`src/rtl/axis_perf_monitor_mc.sv`:
```
// Multi-channel AXI-Stream performance monitor: passively taps NUM_CH
// streams and counts beats, packets, bytes and malformed-tkeep beats over
// a start/stop or fixed-length measurement window.
module axis_perf_monitor_mc #(
    parameter int unsigned NUM_CH      = 2,
    parameter int unsigned TDATA_WIDTH = 512,
    parameter int unsigned CNT_WIDTH   = 32
) (
    input  logic                                           CLK,
    input  logic                                           RST_N,
    input  logic [NUM_CH-1:0]                              mon_tvalid,
    input  logic [NUM_CH-1:0]                              mon_tready,
    input  logic [NUM_CH-1:0]                              mon_tlast,
    input  logic [NUM_CH*(TDATA_WIDTH/8)-1:0]              mon_tkeep,
    input  logic                                           start,
    input  logic                                           stop,
    input  logic                                           clear,
    input  logic [CNT_WIDTH-1:0]                           window_cycles,
    input  logic [((NUM_CH > 1) ? $clog2(NUM_CH) : 1)-1:0] rd_sel,
    output logic [1:0]                                     state,
    output logic [CNT_WIDTH-1:0]                           cycle_count,
    output logic [CNT_WIDTH-1:0]                           rd_beat,
    output logic [CNT_WIDTH-1:0]                           rd_pkt,
    output logic [CNT_WIDTH-1:0]                           rd_byte,
    output logic [CNT_WIDTH-1:0]                           rd_err,
    output logic                                           rd_sat,
    output logic                                           cycle_sat
);

    localparam int unsigned TKEEP_WIDTH = TDATA_WIDTH / 8;
    localparam int unsigned SEL_W       = (NUM_CH > 1) ? $clog2(NUM_CH) : 1;
    localparam int unsigned PC_W        = $clog2(TKEEP_WIDTH + 1);
    localparam int unsigned SUM_W       = ((CNT_WIDTH > PC_W) ? CNT_WIDTH : PC_W) + 1;
    localparam logic [CNT_WIDTH-1:0] CNT_MAX = {CNT_WIDTH{1'b1}};

    typedef enum logic [1:0] {
        S_IDLE  = 2'd0,
        S_ARMED = 2'd1,
        S_RUN   = 2'd2,
        S_DONE  = 2'd3
    } state_t;

    state_t                r_state;
    state_t                w_state_next;
    logic                  w_zero;
    logic                  w_latch;
    logic                  w_count_en;
    logic                  w_end;
    logic [NUM_CH-1:0]     w_hit;
    logic [CNT_WIDTH-1:0]  w_cyc_next;
    logic [CNT_WIDTH-1:0]  r_cyc;
    logic                  r_cyc_sat;
    logic [CNT_WIDTH-1:0]  r_win;

    logic [CNT_WIDTH-1:0]  r_beat [NUM_CH];
    logic [CNT_WIDTH-1:0]  r_pkt  [NUM_CH];
    logic [CNT_WIDTH-1:0]  r_byte [NUM_CH];
    logic [CNT_WIDTH-1:0]  r_err  [NUM_CH];
    logic [NUM_CH-1:0]     r_sat;

    logic [CNT_WIDTH-1:0]  w_beat_n [NUM_CH];
    logic [CNT_WIDTH-1:0]  w_pkt_n  [NUM_CH];
    logic [CNT_WIDTH-1:0]  w_byte_n [NUM_CH];
    logic [CNT_WIDTH-1:0]  w_err_n  [NUM_CH];
    logic [NUM_CH-1:0]     w_sat_n;

    logic [CNT_WIDTH-1:0]  w_rd_beat, w_rd_pkt, w_rd_byte, w_rd_err;
    logic                  w_rd_sat;
    logic [CNT_WIDTH-1:0]  r_rd_beat, r_rd_pkt, r_rd_byte, r_rd_err;
    logic                  r_rd_sat;

    function automatic logic [CNT_WIDTH-1:0] sat_inc(input logic [CNT_WIDTH-1:0] v);
        return (v == CNT_MAX) ? CNT_MAX : v + CNT_WIDTH'(1);
    endfunction

    function automatic logic [CNT_WIDTH-1:0] sat_add(input logic [CNT_WIDTH-1:0] v,
                                                     input logic [PC_W-1:0]      n);
        logic [SUM_W-1:0] s;
        s = SUM_W'(v) + SUM_W'(n);
        return (s > SUM_W'(CNT_MAX)) ? CNT_MAX : CNT_WIDTH'(s);
    endfunction

    function automatic logic [PC_W-1:0] popcount(input logic [TKEEP_WIDTH-1:0] k);
        logic [PC_W-1:0] c;
        c = '0;
        for (int j = 0; j < TKEEP_WIDTH; j++) c = c + PC_W'(k[j]);
        return c;
    endfunction

    // Non-last beats must be full; last beats must be a non-empty low-aligned mask.
    function automatic logic keep_err(input logic last, input logic [TKEEP_WIDTH-1:0] k);
        logic [TKEEP_WIDTH-1:0] p1;
        p1 = k + TKEEP_WIDTH'(1);
        if (last) return (k == '0) || ((k & p1) != '0);
        return k != {TKEEP_WIDTH{1'b1}};
    endfunction

    assign w_hit      = mon_tvalid & mon_tready;
    assign w_cyc_next = sat_inc(r_cyc);
    assign w_end      = ((r_win != '0) && (w_cyc_next == r_win)) || (w_cyc_next == CNT_MAX);

    // State register.
    always_ff @(posedge CLK or negedge RST_N) begin
        if (!RST_N) r_state <= S_IDLE;
        else        r_state <= w_state_next;
    end

    // Next state and counter controls; clear beats start beats stop.
    always_comb begin
        w_state_next = r_state;
        w_zero       = 1'b0;
        w_latch      = 1'b0;
        w_count_en   = 1'b0;
        if (clear) begin
            w_state_next = S_IDLE;
            w_zero       = 1'b1;
        end else if (start && (r_state == S_IDLE || r_state == S_DONE)) begin
            w_state_next = S_ARMED;
            w_zero       = 1'b1;
            w_latch      = 1'b1;
        end else begin
            case (r_state)
                S_ARMED: begin
                    if (stop) begin
                        w_state_next = S_DONE;
                    end else if (|w_hit) begin
                        w_count_en   = 1'b1;
                        w_state_next = w_end ? S_DONE : S_RUN;
                    end
                end
                S_RUN: begin
                    if (stop) begin
                        w_state_next = S_DONE;
                    end else begin
                        w_count_en   = 1'b1;
                        w_state_next = w_end ? S_DONE : S_RUN;
                    end
                end
                default: w_state_next = r_state;
            endcase
        end
    end

    // Cycle counter, its saturation flag and the latched window length.
    always_ff @(posedge CLK or negedge RST_N) begin
        if (!RST_N) begin
            r_cyc     <= '0;
            r_cyc_sat <= 1'b0;
            r_win     <= '0;
        end else if (w_zero) begin
            r_cyc     <= '0;
            r_cyc_sat <= 1'b0;
            r_win     <= w_latch ? window_cycles : '0;
        end else if (w_count_en) begin
            r_cyc     <= w_cyc_next;
            r_cyc_sat <= r_cyc_sat | (w_cyc_next == CNT_MAX);
        end
    end

    // Per-channel saturating next values for a counted beat.
    always_comb begin
        for (int i = 0; i < NUM_CH; i++) begin
            w_beat_n[i] = sat_inc(r_beat[i]);
            w_pkt_n[i]  = mon_tlast[i] ? sat_inc(r_pkt[i]) : r_pkt[i];
            w_byte_n[i] = sat_add(r_byte[i], popcount(mon_tkeep[i*TKEEP_WIDTH +: TKEEP_WIDTH]));
            w_err_n[i]  = keep_err(mon_tlast[i], mon_tkeep[i*TKEEP_WIDTH +: TKEEP_WIDTH])
                          ? sat_inc(r_err[i]) : r_err[i];
            w_sat_n[i]  = r_sat[i] | (w_beat_n[i] == CNT_MAX) | (w_pkt_n[i] == CNT_MAX)
                          | (w_byte_n[i] == CNT_MAX) | (w_err_n[i] == CNT_MAX);
        end
    end

    // Per-channel counters and sticky saturation flags.
    always_ff @(posedge CLK or negedge RST_N) begin
        if (!RST_N) begin
            r_sat <= '0;
            for (int i = 0; i < NUM_CH; i++) begin
                r_beat[i] <= '0;
                r_pkt[i]  <= '0;
                r_byte[i] <= '0;
                r_err[i]  <= '0;
            end
        end else if (w_zero) begin
            r_sat <= '0;
            for (int i = 0; i < NUM_CH; i++) begin
                r_beat[i] <= '0;
                r_pkt[i]  <= '0;
                r_byte[i] <= '0;
                r_err[i]  <= '0;
            end
        end else if (w_count_en) begin
            for (int i = 0; i < NUM_CH; i++) begin
                if (w_hit[i]) begin
                    r_beat[i] <= w_beat_n[i];
                    r_pkt[i]  <= w_pkt_n[i];
                    r_byte[i] <= w_byte_n[i];
                    r_err[i]  <= w_err_n[i];
                    r_sat[i]  <= w_sat_n[i];
                end
            end
        end
    end

    // Readout mux; unmatched selects read as zero.
    always_comb begin
        w_rd_beat = '0;
        w_rd_pkt  = '0;
        w_rd_byte = '0;
        w_rd_err  = '0;
        w_rd_sat  = 1'b0;
        for (int i = 0; i < NUM_CH; i++) begin
            if (rd_sel == SEL_W'(i)) begin
                w_rd_beat = r_beat[i];
                w_rd_pkt  = r_pkt[i];
                w_rd_byte = r_byte[i];
                w_rd_err  = r_err[i];
                w_rd_sat  = r_sat[i];
            end
        end
    end

    // Readout register, one cycle behind rd_sel and the counters.
    always_ff @(posedge CLK or negedge RST_N) begin
        if (!RST_N) begin
            r_rd_beat <= '0;
            r_rd_pkt  <= '0;
            r_rd_byte <= '0;
            r_rd_err  <= '0;
            r_rd_sat  <= 1'b0;
        end else begin
            r_rd_beat <= w_rd_beat;
            r_rd_pkt  <= w_rd_pkt;
            r_rd_byte <= w_rd_byte;
            r_rd_err  <= w_rd_err;
            r_rd_sat  <= w_rd_sat;
        end
    end

    assign state       = r_state;
    assign cycle_count = r_cyc;
    assign cycle_sat   = r_cyc_sat;
    assign rd_beat     = r_rd_beat;
    assign rd_pkt      = r_rd_pkt;
    assign rd_byte     = r_rd_byte;
    assign rd_err      = r_rd_err;
    assign rd_sat      = r_rd_sat;

endmodule

```
`config.mk`:
```
export PLATFORM = sky130hd
export DESIGN_NAME = axis_perf_monitor_mc
export DESIGN_NICKNAME = d
export VERILOG_FILES = /design/src/rtl/axis_perf_monitor_mc.sv
export SDC_FILE = /design/constraint.sdc
export NUM_CORES = 1
export LEC_CHECK = 0
export BUFFER_PORTS_ARGS = -buffer_cell sky130_fd_sc_hd__buf_2
export CAP_MARGIN = 20
export CORE_MARGIN = 3
export CORE_UTILIZATION = 65
export CTS_CLUSTER_SIZE = 8
export DETAILED_ROUTE_END_ITERATION = 8
export PLACE_DENSITY = 0.9
export SYNTH_ARGS = -nofsm -noshare
export SYNTH_HDL_FRONTEND = slang
export SYNTH_SLANG_ARGS = --single-unit
```
`constraint.sdc`:
```
create_clock -name CLK -period 13.9 [get_ports CLK]
set_input_delay 2.085 -clock CLK [delete_from_list [all_inputs] [get_ports CLK]]
set_output_delay 2.085 -clock CLK [all_outputs]
set_load 0.02 [all_outputs]
```
==> out/qor.yml, run 1 <==
ir_worst_vdd_mv: 0.442
io_buffers: 335
mappedNetlistNets: 4085
total_power_mw: 6.20
grt_use_total: 0.402
status: "finished clean"
cts_hold_buf: 0
fin_crit_sh: 0.704
synthFlopType: "dfrtp_1"
rows: 80
fin_cells: 4630
rsz0062_at_grt: "no"
synth-edff-count: 0
place_inst: 4548
synth-seq-cells: 454
dp_hpwl_mm: 76.2
drcViolationCount: 0
min_period_ns: 9.78
synth_cell_type_count: 83
drive_gt1_frac: 0.158
cts_resized: 0
drt_iter0_markers: 4418
crit_path_end_kind: "flip-flop"
fmax_mhz: 102
drv_cap: 0
die-width_um: 228
clkPwrFrac: 0.239
max_slew_margin: 0.279
worst_pin_slew_ns: 1.05
cts_sinks: 454
fin_nets: 4319
antenna_cells: 0
fillers: 3544
finalHoldViolations: 0
cts_tree: "yes"
grt_pass1_wl_mm: 170
fp.dieH_um: 228
cts_buffer_depth: 3
grt-ovfl-total: 0
path_class: "in2reg"
hp-class: "reg2reg"
antenna_found_initial: 1
yosysWarningCount: 0
synth.cell_area_sq_um: 32000
dieArea_sq_um: 52000
setup-tns-final_ns: 0
insertion_delay_ns: 0.61
syn_inst: 3731
intPower_mw: 3.56
drv_slew: 0
synth_seq_area_share: 0.355
p_sw_mw: 2.64
io_pins: 336
drt-total-wl_mm: 108
ant_nets: 0
pre_cts_slack_ns: 3.75
clkSlewWorstSetupHoldPaths_ns: 0.05
grt_max_degree: 171
p_per_area_nw_per_um2: 172
power_leakage_nw: 15.7
cp-start-kind: "input port"
skew_ns: 0.0252
wl_per_cell_um: 23.3
numCtsBuffers: 67
post_cts_buffers: 0
htree_num_levels: 3
critPathMostFrequentCell: "fa_1"
p_sw_frac: 0.426
critPathMaxFanout: 12
critPathArrivalTime_ns: 10.30
grt_pass1_vias: 31000
first_pass_iters: 7
cp_slowest_cell: "a21oi_1"
start_util: 0.664
ys_async_sr_fraction: 1.00
p_seq_frac: 0.225
combPwrFrac: 0.536
fin_ws_ns: 4.12
worst_ep_required_time_ns: 14.42
core-area_sq_um: 48200
cts-root-buf: "clkbuf_16"
syn_to_final_growth_pct: 12.4
post-route-util: 0.746
gp_congestion: 1.07
setup_viol: 0
syn_area_per_cell_sq_um: 8.58
vias_per_cell: 6.99
cpPeakStageDelay_ns: 0.71
num_vias: 32400
==> flip-flops by register name, summed over array words and instances (netlist names), 32 cells and up <==
signal and flops:
r_beat 64, r_win 32, rd_pkt 32, rd_byte 32
cycle_count 32, r_byte 64, r_pkt 64, rd_err 32
r_err 64, rd_beat 32
==> cells in the final DEF (no fill, tap or decap), types with 84 or more instances in the layout <==
cell type  synthesis  routed
dfrtp_1          454     454
nand2_1          359     359
buf_2              5     333
nor2_1           291     288
a21oi_1          281     281
inv_1            228     228
nand3_1          225     223
o21ai_0          197     197
nor3_1           145     145
mux2_2           119     119
nand4_1          118     118
fa_1             112     112
nor4_1            99      97
a311oi_1          84      84
==> synthesized netlist by cell type, types with 76 or more instances <==
master / n / area (sq um)
clkbuf_1: 188 / 706
o21ai_0: 197 / 986
nand2_1: 359 / 1350
nor3_1: 145 / 726
nor2_1: 291 / 1090
nor4_1: 99 / 619
and3_1: 78 / 488
a311oi_1: 84 / 736
nand4_1: 118 / 738
a31oi_1: 76 / 475
inv_1: 228 / 856
dfrtp_1: 454 / 11400
mux2_2: 119 / 1340
a21oi_1: 281 / 1410
fa_1: 112 / 2240
nand3_1: 225 / 1130
==> critical path, delay by kind of cell <==
kind	cells	cell delay, ns
xor gates and xnor gates	1	0.10
buffers and inverters	7	0.54
AOI/OAI and AO/OA	6	1.62
adders and majority gates	10	4.61
and+or+nand+nor	5	1.36
==> stage by stage <==
step	hold WS [ns]	cell area, sq um
after global placement	0.484	34100
after CTS	0.494	35900
after detailed placement	0.483	34100
final	0.503	36000
after global routing	0.506	36000
after floorplan	0.460	32000
==> final timing paths <==
kind | cells past startpoint | endpoint | start | slack, ns
worst max-delay path | 29 | r_sat[0] | mon_tkeep[47] | 4.12
worst min-delay path | 2 | r_byte[56] | r_byte[56] | 0.50
worst max register to register | 22 | r_sat[0] | r_byte[32] | 6.05
worst min register to register | 2 | r_byte[56] | r_byte[56] | 0.50
max in group asynchronous | 4 | rd_err[8] | RST_N | 10.41
min in group asynchronous | 1 | rd_pkt[0] | RST_N | 1.52
==> power groups by stage <==
stage	Clock, mW	Sequential [mW]	Combinational [mW]
after floorplan	0	1.41	2.41
after global placement	0	1.41	3.11
after detailed placement	0	1.41	3.24
after CTS	1.50	1.39	3.29
after global routing	1.55	1.40	3.73
final	1.48	1.40	3.32
==> cell type report <==
| type | count | area (sq um) | area share |
|---|---|---|---|
| multi-input combinational | 2841 | 19100 | 0.530 |
| sequential | 454 | 11400 | 0.316 |
| timing repair buffer | 372 | 2030 | 0.0564 |
| clock buffer | 71 | 1730 | 0.0481 |
| inverter | 229 | 860 | 0.0239 |
| tap | 656 | 821 | 0.0228 |
| clock inverter | 7 | 119 | 0.00330 |
==> logic make-up (layout without fill, tap and decap cells) <==
family,after synthesis,after routing,share of synthesized area
xor+xnor,122,122,0.0334
fa+ha+maj,182,182,0.0974
simple gates,1521,1521,0.241
buf+inv,436,679,0.0518
compound gates,878,878,0.174
flops,454,454,0.355
mux,138,138,0.0478
==> routing by layer <==
layer,track usage,wire length [um]
met3,0.0888,12500
met1,0.528,39600
met5,0,13
met2,0.638,49400
met4,0.195,6190
Power figures use the tool's default switching activity.
==> run 2, diff against run 1 <==
Settings changed: ABC_AREA set to 1, CORE_UTILIZATION 65 to 55, PLACE_DENSITY 0.9 to 0.81.
Clock period 13.9 ns to 8.8 ns, I/O delays scaled along.
==> run 2 against run 1 <==
  * Design area increased by 8.7%
  * Global-route usage fell by 6.0 points
  * Largest cell class unchanged
  * Total power is 67% higher
  * Clock-buffer cell count up 1
==> out/qor.yml, run 2 <==
synth_area_leaders: "dfrtp_1, nand2_1, inv_1"  # was dfrtp_1, fa_1, a21oi_1
synthXorXnorAreaFrac: 0.0373  # was 0.0334
antenna_cells: 0  # unchanged
synth_top_family_by_area: "simple AND/OR/NAND/NOR gates"  # unchanged
cpPeakStageDelay_ns: 0.56  # was 0.71 ns
synth_seq_area_share: 0.327  # was 0.355
critPathMaxFanout: 23  # was 12
htree_num_levels: 3  # unchanged
rsz0062_at_grt: "no"  # unchanged
status: "finished clean"  # unchanged
yosysTopAreaCell: "dfrtp_1"  # unchanged
cp_slowest_cell: "fa_1"  # was a21oi_1
ant_nets: 0  # unchanged
skew_ns: 0.0249  # was 0.0252 ns
numCtsBuffers: 68  # was 67
drcViolationCount: 0  # unchanged
cts_buffer_depth: 3  # unchanged
ys_async_sr_fraction: 1.00  # unchanged
syn_area_per_cell_sq_um: 6.78  # was 8.58 sq um
cts-root-buf: "clkbuf_16"  # unchanged
first_pass_iters: 6  # was 7
min_period_ns: 8.19
r2r_slack_ns: 1.67  # was 6.05 ns
mappedNetlistNets: 5485  # was 4085
fin_nets: 5786  # was 4319
critPathMostFrequentCell: "fa_1"  # unchanged
synthMuxAreaShare: 0.000324  # was 0.0478
wl_per_cell_um: 18.4  # was 23.3 um
synthFlopType: "dfrtp_1"  # unchanged
synth-simple-area-share: 0.336  # was 0.241
grt-ovfl-total: 0  # unchanged
post_cts_buffers: 0  # unchanged
synth_cell_type_count: 55  # was 83
hold_start: "cycle_sat"  # was r_byte[56]
dieArea_sq_um: 66300  # was 52000 sq um
start_util: 0.560  # was 0.664
die-width_um: 258  # was 228 um
rows: 91  # was 80
synthTopCellsByCount: "nand2_1, inv_1, nor2_1"  # was dfrtp_1, nand2_1, nor2_1
hp-class: "reg2reg"  # unchanged
fin_crit_sh: 0.930
yosysWarningCount: 0  # unchanged
max_slew_margin: 0.254  # was 0.279
core-area_sq_um: 62200  # was 48200 sq um
fmax_mhz: 122
cts_tree: "yes"  # unchanged
cts_resized: 0  # unchanged
syn_to_final_growth_pct: 12.4  # about the same
cts_sinks: 454  # unchanged
fp.dieH_um: 258  # was 228 um
fin_ws_ns: 0.613  # was 4.12 ns
p_per_area_nw_per_um2: 265  # was 172 nW/um^2
regToRegEndpoint: "r_sat[0]"  # unchanged
synth_top_area_frac: 0.327  # was 0.355
setup-tns-final_ns: 0  # unchanged
grt_use_total: 0.342  # was 0.402
power_leakage_nw: 18.3  # was 15.7 nW
drv_slew: 0  # unchanged
synth-seq-cells: 454  # unchanged
io_pins: 336  # unchanged
worst_pin_slew_ns: 1.12  # was 1.05 ns
grt_max_degree: 150  # was 171
cp-start-kind: "input port"  # unchanged
post-route-util: 0.629  # was 0.746
mostFrequentLayoutCells: "nand2_1, inv_1, nor2_1, dfrtp_1, o21ai_0"  # was dfrtp_1, nand2_1, buf_2, nor2_1, a21oi_1
gp_congestion: 1.03  # was 1.07
clkSlewWorstSetupHoldPaths_ns: 0.05  # about the same
ir_worst_vdd_mv: 0.983  # was 0.442 mV
grt_pass1_vias: 34300  # was 31000
hold_depth: 2  # unchanged
setup_viol: 0  # unchanged
final_common_cell: "nand2_1"  # was dfrtp_1
finalHoldViolations: 0  # unchanged
synth-edff-count: 0  # unchanged
dp_hpwl_mm: 89.1  # was 76.2 mm
path_class: "in2reg"  # unchanged
whs_endpoint: "cycle_sat"  # was r_byte[56]
cts_hold_buf: 0  # unchanged
synthAdderAreaFrac: 0.0896  # was 0.0974
vias_per_cell: 5.74  # was 6.99
worstRegToRegCells: 28  # was 22
synth.cell_area_sq_um: 34800  # was 32000 sq um
worst_ep_required_time_ns: 9.33  # was 14.42 ns
drv_cap: 0  # unchanged
drt-total-wl_mm: 116  # was 108 mm
syn_inst: 5131  # was 3731
drive_gt1_frac: 0.0961  # was 0.158
insertion_delay_ns: 0.61  # about the same
reg2reg_from: "r_byte[32]"  # unchanged
pre_cts_slack_ns: 0.188  # was 3.75 ns
post-synth-top-count-cell: "nand2_1"  # was dfrtp_1
critPathArrivalTime_ns: 8.71  # was 10.30 ns
crit_path_end_kind: "flip-flop"  # unchanged
drt_iter0_markers: 4281  # was 4418
num_vias: 36100  # was 32400
synth-compound-area-share: 0.115  # was 0.174
antenna_found_initial: 0  # was 1
total_power_mw: 10.3  # was 6.20 mW
grt_pass1_wl_mm: 183  # was 170 mm
io_buffers: 335  # unchanged
## run 2: cell types whose count changed after synthesis, sizes merged, moves of 54 or more
cell | before | now
o22ai | 17 | 102
mux2 | 120 | 1
clkbuf | 188 | 104
xor2 | 51 | 141
inv | 228 | 726
xnor2 | 71 | 7
a311oi | 84 | 0
nor4 | 105 | 51
a21oi | 281 | 71
a31oi | 76 | 7
and3 | 78 | 2
o21ai | 197 | 501
nor2 | 291 | 679
nand2 | 360 | 1452
## run 2: area by class of cell
class / count / area, sq um
fill: 5808 / 23100
multi-input combinational: 3818 / 20200
sequential: 454 / 11400
inverter: 730 / 2740
timing repair buffer: 360 / 1930
clock buffer: 72 / 1740
tap: 837 / 1050
clock inverter: 9 / 144
## run 2: routing by layer
layer	wire length, um	track usage	vias up
met5	0	0	-
met1	47700	0.459	16900
met3	9100	0.0463	306
met2	53700	0.558	1766
met4	5140	0.144	0
li1	-	-	17100
## run 2: worst max-delay path by stage
stage / from / end / slack (ns) / cells after the start
2_1_floorplan: mon_tkeep[99] / r_sat[1] / 0.95 / 36
3_3_place_gp: mon_tkeep[47] / r_sat[0] / 0.31 / 34
3_5_place_dp: mon_tkeep[99] / r_sat[1] / 0.19 / 36
4_1_cts: mon_tkeep[11] / r_sat[0] / 0.71 / 32
5_1_grt: mon_tkeep[47] / r_sat[0] / 0.32 / 34
6_report: mon_tkeep[11] / r_sat[0] / 0.61 / 32
## run 2: where the power goes
part / switching (mW) / leakage, nW / internal, mW
logic: 3.48 / 11.0 / 2.31
clock network: 0.941 / 0.920 / 1.43
registers: 0.0452 / 6.33 / 2.14
## run 2: through the flow
stage	std cells	hold slack [ns]	cell area, sq um
2_1_floorplan	5131	0.453	34800
6_report	6280	0.488	39100
3_3_place_gp	6197	0.469	37200
5_1_grt	6280	0.544	39100
4_1_cts	6278	0.491	39100
3_5_place_dp	6197	0.478	37200
## run 2: kinds of logic (layout without fill, tap and decap cells)
logic type | after synthesis | count (layout)
AND/OR/NAND/NOR | 2751 | 2751
buffers and inverters | 859 | 1171
AO/OA/AOI/OAI | 736 | 736
flip-flops | 454 | 454
adder cells (fa/ha/maj) | 182 | 182
XOR/XNOR | 148 | 148
multiplexers | 1 | 1
## run 2: worst max-delay path: cells and delay by family
family	cells	cell delay, ns
compound gates	3	0.47
simple gates	13	1.56
fa+ha+maj	10	4.56
buf+inv	6	0.81
